## src/rtl/hazard_stall_ctrl.sv

```systemverilog
// ---------------------------------------------------------------------------
// hazard_stall_ctrl
//
// Purpose: control end of the pipeline-register interface. Produces the
// enable/clear pairs for the PC, IF/ID, ID/EX and EX/MEM registers from
// load-use hazards, taken-branch flushes, multi-cycle MDU occupancy of EX
// and data-memory wait states. A two-state machine (RUN / MDU_WAIT) with a
// down-counter holds the MDU stall; every enable/clear output is
// combinational from the state and the current inputs.
//
// Ports:
//   clk            rising-edge clock
//   reset          synchronous, active-low reset
//   id_rs, id_rt   source specifiers of the instruction in ID
//   ex_rt          destination of the load in EX
//   ex_mem_read    instruction in EX is a load
//   branch_taken   branch/jump resolved taken in EX
//   mdu_start      MDU instruction is in EX
//   mem_stall      data memory not ready this cycle
//   pc_enable, ifid_enable/ifid_clear, idex_enable/idex_clear,
//   exmem_enable/exmem_clear   pipeline-register controls
//   stall_cycles   count of cycles with pc_enable=0 (wraps at 2^32)
//
// Optional feature macro: HAZARD_PERF_CNT_EN
//   defined   -> 32-bit stall_cycles counter is implemented
//   undefined -> no counter flops, stall_cycles tied to 0
// ---------------------------------------------------------------------------
module hazard_stall_ctrl #(
  parameter int MDU_LATENCY = 4,
  parameter int REG_ADDR_W  = 5
) (
  input  logic                  clk,
  input  logic                  reset,
  input  logic [REG_ADDR_W-1:0] id_rs,
  input  logic [REG_ADDR_W-1:0] id_rt,
  input  logic [REG_ADDR_W-1:0] ex_rt,
  input  logic                  ex_mem_read,
  input  logic                  branch_taken,
  input  logic                  mdu_start,
  input  logic                  mem_stall,
  output logic                  pc_enable,
  output logic                  ifid_enable,
  output logic                  ifid_clear,
  output logic                  idex_enable,
  output logic                  idex_clear,
  output logic                  exmem_enable,
  output logic                  exmem_clear,
  output logic [31:0]           stall_cycles
);

  localparam int CNT_W = $clog2(MDU_LATENCY);

  localparam logic [0:0] ST_RUN      = 1'b0;
  localparam logic [0:0] ST_MDU_WAIT = 1'b1;

  // Entry cycle plus the wait cycles with cnt!=0 give MDU_LATENCY-1 stall cycles.
  localparam logic [CNT_W-1:0] CNT_LOAD = CNT_W'(MDU_LATENCY - 2);

  logic [0:0]       r_state;
  logic [CNT_W-1:0] r_cnt;
  logic [0:0]       w_next_state;
  logic [CNT_W-1:0] w_next_cnt;
  logic             w_load_use;

  // Load-use hazard: a load in EX writes a register the ID instruction reads ($0 never hazards).
  assign w_load_use = ex_mem_read & (ex_rt != '0) & ((ex_rt == id_rs) | (ex_rt == id_rt));

  // Output decode and next-state logic; priority is reset, mem_stall, then state rules.
  always_comb begin
    pc_enable    = 1'b1;
    ifid_enable  = 1'b1;
    ifid_clear   = 1'b0;
    idex_enable  = 1'b1;
    idex_clear   = 1'b0;
    exmem_enable = 1'b1;
    exmem_clear  = 1'b0;
    w_next_state = r_state;
    w_next_cnt   = r_cnt;

    if (!reset) begin
      // Pipeline flush while reset is held: clears win because enables stay high.
      ifid_clear   = 1'b1;
      idex_clear   = 1'b1;
      exmem_clear  = 1'b1;
      w_next_state = ST_RUN;
      w_next_cnt   = '0;
    end else if (mem_stall) begin
      // Everything freezes, including state and cnt.
      pc_enable    = 1'b0;
      ifid_enable  = 1'b0;
      idex_enable  = 1'b0;
      exmem_enable = 1'b0;
    end else begin
      case (r_state)
        ST_RUN: begin
          if (branch_taken) begin
            ifid_clear = 1'b1;
            idex_clear = 1'b1;
          end else if (mdu_start) begin
            // MDU outranks load-use; EX/MEM gets bubbles until the result is ready.
            pc_enable    = 1'b0;
            ifid_enable  = 1'b0;
            idex_enable  = 1'b0;
            exmem_clear  = 1'b1;
            w_next_state = ST_MDU_WAIT;
            w_next_cnt   = CNT_LOAD;
          end else if (w_load_use) begin
            pc_enable   = 1'b0;
            ifid_enable = 1'b0;
            idex_clear  = 1'b1;
          end else begin
            pc_enable = 1'b1;
          end
        end
        ST_MDU_WAIT: begin
          if (r_cnt != '0) begin
            pc_enable   = 1'b0;
            ifid_enable = 1'b0;
            idex_enable = 1'b0;
            exmem_clear = 1'b1;
            w_next_cnt  = r_cnt - CNT_W'(1);
          end else begin
            // Release cycle: EX/MEM captures the MDU result on this edge.
            w_next_state = ST_RUN;
          end
        end
        default: begin
          w_next_state = ST_RUN;
          w_next_cnt   = '0;
        end
      endcase
    end
  end

  // State and MDU counter registers with synchronous active-low reset.
  always_ff @(posedge clk) begin
    if (!reset) begin
      r_state <= ST_RUN;
      r_cnt   <= '0;
    end else begin
      r_state <= w_next_state;
      r_cnt   <= w_next_cnt;
    end
  end

`ifdef HAZARD_PERF_CNT_EN
  logic [31:0] r_stall_cycles;

  // Performance counter of PC-stalled cycles; wraps naturally.
  always_ff @(posedge clk) begin
    if (!reset) begin
      r_stall_cycles <= 32'd0;
    end else if (!pc_enable) begin
      r_stall_cycles <= r_stall_cycles + 32'd1;
    end else begin
      r_stall_cycles <= r_stall_cycles;
    end
  end

  assign stall_cycles = r_stall_cycles;
`else
  assign stall_cycles = 32'd0;
`endif

endmodule

```

## config.mk

```make
export PLATFORM = sky130hd
export DESIGN_NAME = hazard_stall_ctrl
export DESIGN_NICKNAME = d
export VERILOG_FILES = /design/src/rtl/hazard_stall_ctrl.sv
export SDC_FILE = /design/constraint.sdc
export NUM_CORES = 1
export LEC_CHECK = 0
export ABC_AREA = 1
export CAP_MARGIN = 25
export CORE_MARGIN = 3
export CORE_UTILIZATION = 28
export DETAILED_ROUTE_END_ITERATION = 7
export GPL_ROUTABILITY_DRIVEN = 0
export PLACE_DENSITY = 0.84
export SKIP_LAST_GASP = 1
export SLEW_MARGIN = 30
export SYNTH_ARGS = -nofsm -noshare
export SYNTH_HDL_FRONTEND = slang
export SYNTH_SLANG_ARGS = --single-unit
```

## constraint.sdc

```tcl
create_clock -name clk -period 1.2 [get_ports clk]
set_input_delay 0.12 -clock clk [delete_from_list [all_inputs] [get_ports clk]]
set_output_delay 0.12 -clock clk [all_outputs]
set_load 0.01 [all_outputs]
```

After elaboration in Yosys (flattened, before gate mapping). Cells that the tools add are included.

Bits in registers: 3. Word-level logic and storage cells: 50. Input bits: 21. Output and inout bits: 39.

Equal/unequal tests: 5. Reductions and logical operators: 3. $add $sub $neg: 1. Bitwise operators: 5. Muxes and demuxes: 34.

Operators by type and width (count): two-way mux 1 bit (27); equality test 5 bit (2); two-way mux 2 bit (3); one-hot mux 1 bit (2 select lines) (3); nonzero test 5 bit (1); inequality test 2 bit, second input constant (2); one-hot mux 2 bit (2 select lines) (1); AND reduction 4 bit (1); AND 1 bit (2); inequality test 2 x 1 -> 1 bit, second input constant (1); NOT 1 bit (2); nonzero test 2 bit (1); subtractor 2 x 1 -> 2 bit, second input constant (1); OR 1 bit (1).

Longest topological paths before layout.
Word-level depth: 9. Gate-level depth with buffers: 12. Mapped depth without buffers: 11.

Worst setup path before layout. Ideal clock, no wire load.

Kind: register to register. Start point: register r_cnt[0]. End point: register r_cnt[0]. Arrival: 1.052 ns. Setup slack: 0.031 ns. Clock period less this slack: 1.169 ns. Stages on the path, launching flop included: 9. Buffers on the path: 0. Data required time: 1.084 ns. Setup time: 0.116 ns. Cells stage by stage: dfxtp_1 inv_1 ha_1 nor2_2 nor2_2 nor2_4 nand2_4 o21ai_1 a21oi_1.

Longest elaborated chain between the ends: 3. Elaborated cells between the ends (all ways): 6. Classes of those cells: add/sub (1); eq/ne (1); mux (2); reduce/logical (2).

Ends and longest elaborated chain: start: declaration (line 60) `logic [CNT_W-1:0] r_cnt;`; start signal: assignment (line 142) `r_cnt <= w_next_cnt;`; subtractor 2 x 1 -> 2 bit or nonzero test 2 bit (tied branches) (line 121, 116); two-way mux 2 bit or inequality test 2 x 1 -> 1 bit (tied branches); one-hot mux 2 bit (2 select lines) or AND reduction 4 bit (tied branches).

Parallel ways exist; a longest one is shown, timed or not. The select of a mux whose other input is x is not followed. A chain may end at the register's enable or synchronous reset.

Final worst setup path.
Start point: register r_cnt[0]. End point: output idex_enable.

Longest elaborated chain between the ends: 5.

Ends and longest elaborated chain: nonzero test 2 bit (line 116) `if (r_cnt != '0) begin`; two-way mux 1 bit (line 116); one-hot mux 1 bit (2 select lines) (line 94) `case (r_state)`; two-way mux 1 bit (line 87) `end else if (mem_stall) begin`; two-way mux 1 bit (line 80) `if (!reset) begin`; end: declaration (line 44) `output logic idex_enable,`.

No other way between the ends.

==> run metrics <==
dominant cell type by area after synthesis buf_4; Yosys cell types 18; final hold vios 0; Async S/R FF share, synth 0; Die Wd between 50 and 60 µm; Max Cap Violations 0; Flop pwr share 0.185; Placement Rows 17; Initial DRC Count 18; Layout fillers 240; Total Power 618 µW; CTS Sinks 3; CP max FO 2; TritonRoute pass-1 iters 4; Worst VDD drop 0.000359 V; pin count of the biggest net entering global routing 6; Die H 55.6 µm; CTS tree yes; register area share after synthesis 0.0871; Syn. warnings 0; Synth top area share 0.359; failing checks negative setup slack; Reg clk slew, reported paths ~0.04 ns; initial antenna violation count 0; design area 993 µm²; CP Class reg2out; final period utilization 1.18; # port buffers 27; first-pass GRT wire length 2.53 mm; HP Class in2reg; Syn Area/Cell 5.70 µm²; unrepaired setup endpoints after global routing true; Final Non-Filler Cells around 190; clock skew 0.000919 ns; min Tclk post-route 1.41 ns; Power Internal about 380 µW; Final nets 189; maximum clock frequency 708 MHz; antenna-violating nets left 0; Pins Over Slew Limit 0; FF+latch count, synth 3; area of the multi-input gates 464 µm²; Worst setup EP type output port; Area growth syn-to-layout 44.1%; # IOs 60; P_leak 0.000616 µW; wire per inst ~8.5 µm; vias in the first global route between 600 and 700; Clk Latency, worst-skew pair 0.23 ns; antenna cell count 0; DP Area between 900 and 1000 µm²; Core Util, Final 0.437; DP Worst Slack -0.852 ns; Cells after Synth around 120; outcome finished, violations left; commonest cells in the netlist 33 x buf_4, 32 x nand2_1, 21 x inv_1; fin worst setup slack -0.212 ns; Num CTS Buffers 3; CP Launch Type flip-flop; Post-synth EDFFs 0; Mapped Area 689 µm²; Initial Util 0.303; Sw Pwr 237 µW; Synth Flop Type dfxtp_1; combinational power share 0.532; Die ar. 3090 µm²; clock buffer depth 2; Total Wirelength between 1.5 and 2 mm; H-Tree Depth 1; largest cells by area after synthesis buf_4 36%, nand2_1 17%, inv_1 11%; Via Count about 740; DRC viols 0; cell with the most instances after synthesis buf_4; grt total ovfl 0; DR vias/cell 3.80; root buf cell clkbuf_4; dpl cells 185; Core ar. 2280 µm²; Worst Path Required ~1.1 ns; switching share of total power 0.384; power share of the clock group 0.283; Seq. cell area 66.3 µm²; cell area power density between 600 and 700 nW/µm²; Data arrival, critical path 1.29 ns; Final Setup Violations 9; layout cell share with drive strength beyond 1 0.337; Post-DP HPWL 1.31 mm; GRT Total Usage 0.100
[logic make-up after synthesis]
logic type	Yosys count	share of synthesized area
AOI/OAI and AO/OA	9	0.0762
xor gates and xnor gates	2	0.0254
adders and majority gates	1	0.0181
buffers and inverters	55	0.479
DFF	3	0.0871
other	1	0.00544
and+or+nand+nor	50	0.309
[timing repair]
| item | in CTS | in global routing |
|---|---|---|
| hold buffers | 0 | 0 |
| buffers inserted | 4 | 1 |
| setup endpoints to repair | 9 | 9 |
| pin swaps | 17 | 13 |
| gates resized for setup | 60 | 27 |
[final cells by class]
class / count / area share
inverters: 22 / 0.0831
multi-input cells: 94 / 0.467
well taps: 28 / 0.0353
repair buffers: 43 / 0.321
clock buffers: 4 / 0.0264
flip-flops and latches: 3 / 0.0668
[registers in the layout (all words and copies together) (netlist names)]
name     count
r_cnt        2
r_state      1
[power groups by stage]
| stage | Combinational (µW) | Clock, µW | Sequential, µW |
|---|---|---|---|
| 4_1_cts | 319 | 181 | 114 |
| 2_1_floorplan | 233 | 0 | 113 |
| 3_3_place_gp | 311 | 0 | 114 |
| 3_5_place_dp | 315 | 0 | 115 |
| 5_1_grt | 361 | 203 | 115 |
| 6_report | 329 | 175 | 114 |
[placed cells by master, fill, tap and decap left out, drive strengths merged, types with 3 or more instances in the layout]
master,count
dfxtp,3
o21ai,6
a21oi,3
buf,22
clkbuf,13
nand2,33
inv,22
dlygate4sd2,8
conb,32
nor2,14
[worst max-delay path: stages, from the launching register on]
cell and delay, ns:
dfxtp_2 0.31, inv_2 0.07, ha_4 0.14, nor2_4 0.04, nor2_4 0.12, nor2_4 0.05
o21ai_2 0.17, buf_2 0.16
[metal layers]
layer,vias up,GRT usage,wire [µm]
li1,382,-,-
met1,317,0.0951,568
met2,39,0.198,920
met3,0,0.0302,165
met4,0,0.0382,0
met5,-,0,0
[final timing paths]
kind                         startpoint                     to  slack [ns]  cells past startpoint
setup / recovery  r_cnt[0]$_SDFFE_PN0P_            idex_enable       -0.21                      7
hold / removal                mem_stall   r_state$_SDFFE_PN0N_        0.32                      2
setup reg to reg  r_cnt[0]$_SDFFE_PN0P_  r_cnt[0]$_SDFFE_PN0P_       -0.10                      9
hold reg to reg   r_cnt[1]$_SDFFE_PN0P_  r_cnt[1]$_SDFFE_PN0P_        0.55                      3
[through the flow]
| stage | setup TNS [ns] | hold WS (ns) |
|---|---|---|
| 4_1_cts | -1.09 | 0.316 |
| 6_report | -1.15 | 0.319 |
| 3_5_place_dp | -4.66 | 0.529 |
| 2_1_floorplan | 0 | 0.216 |
| 5_1_grt | -1.72 | 0.326 |
| 3_3_place_gp | -4.64 | 0.537 |
Note: power is estimated with default switching activity, not from simulation.
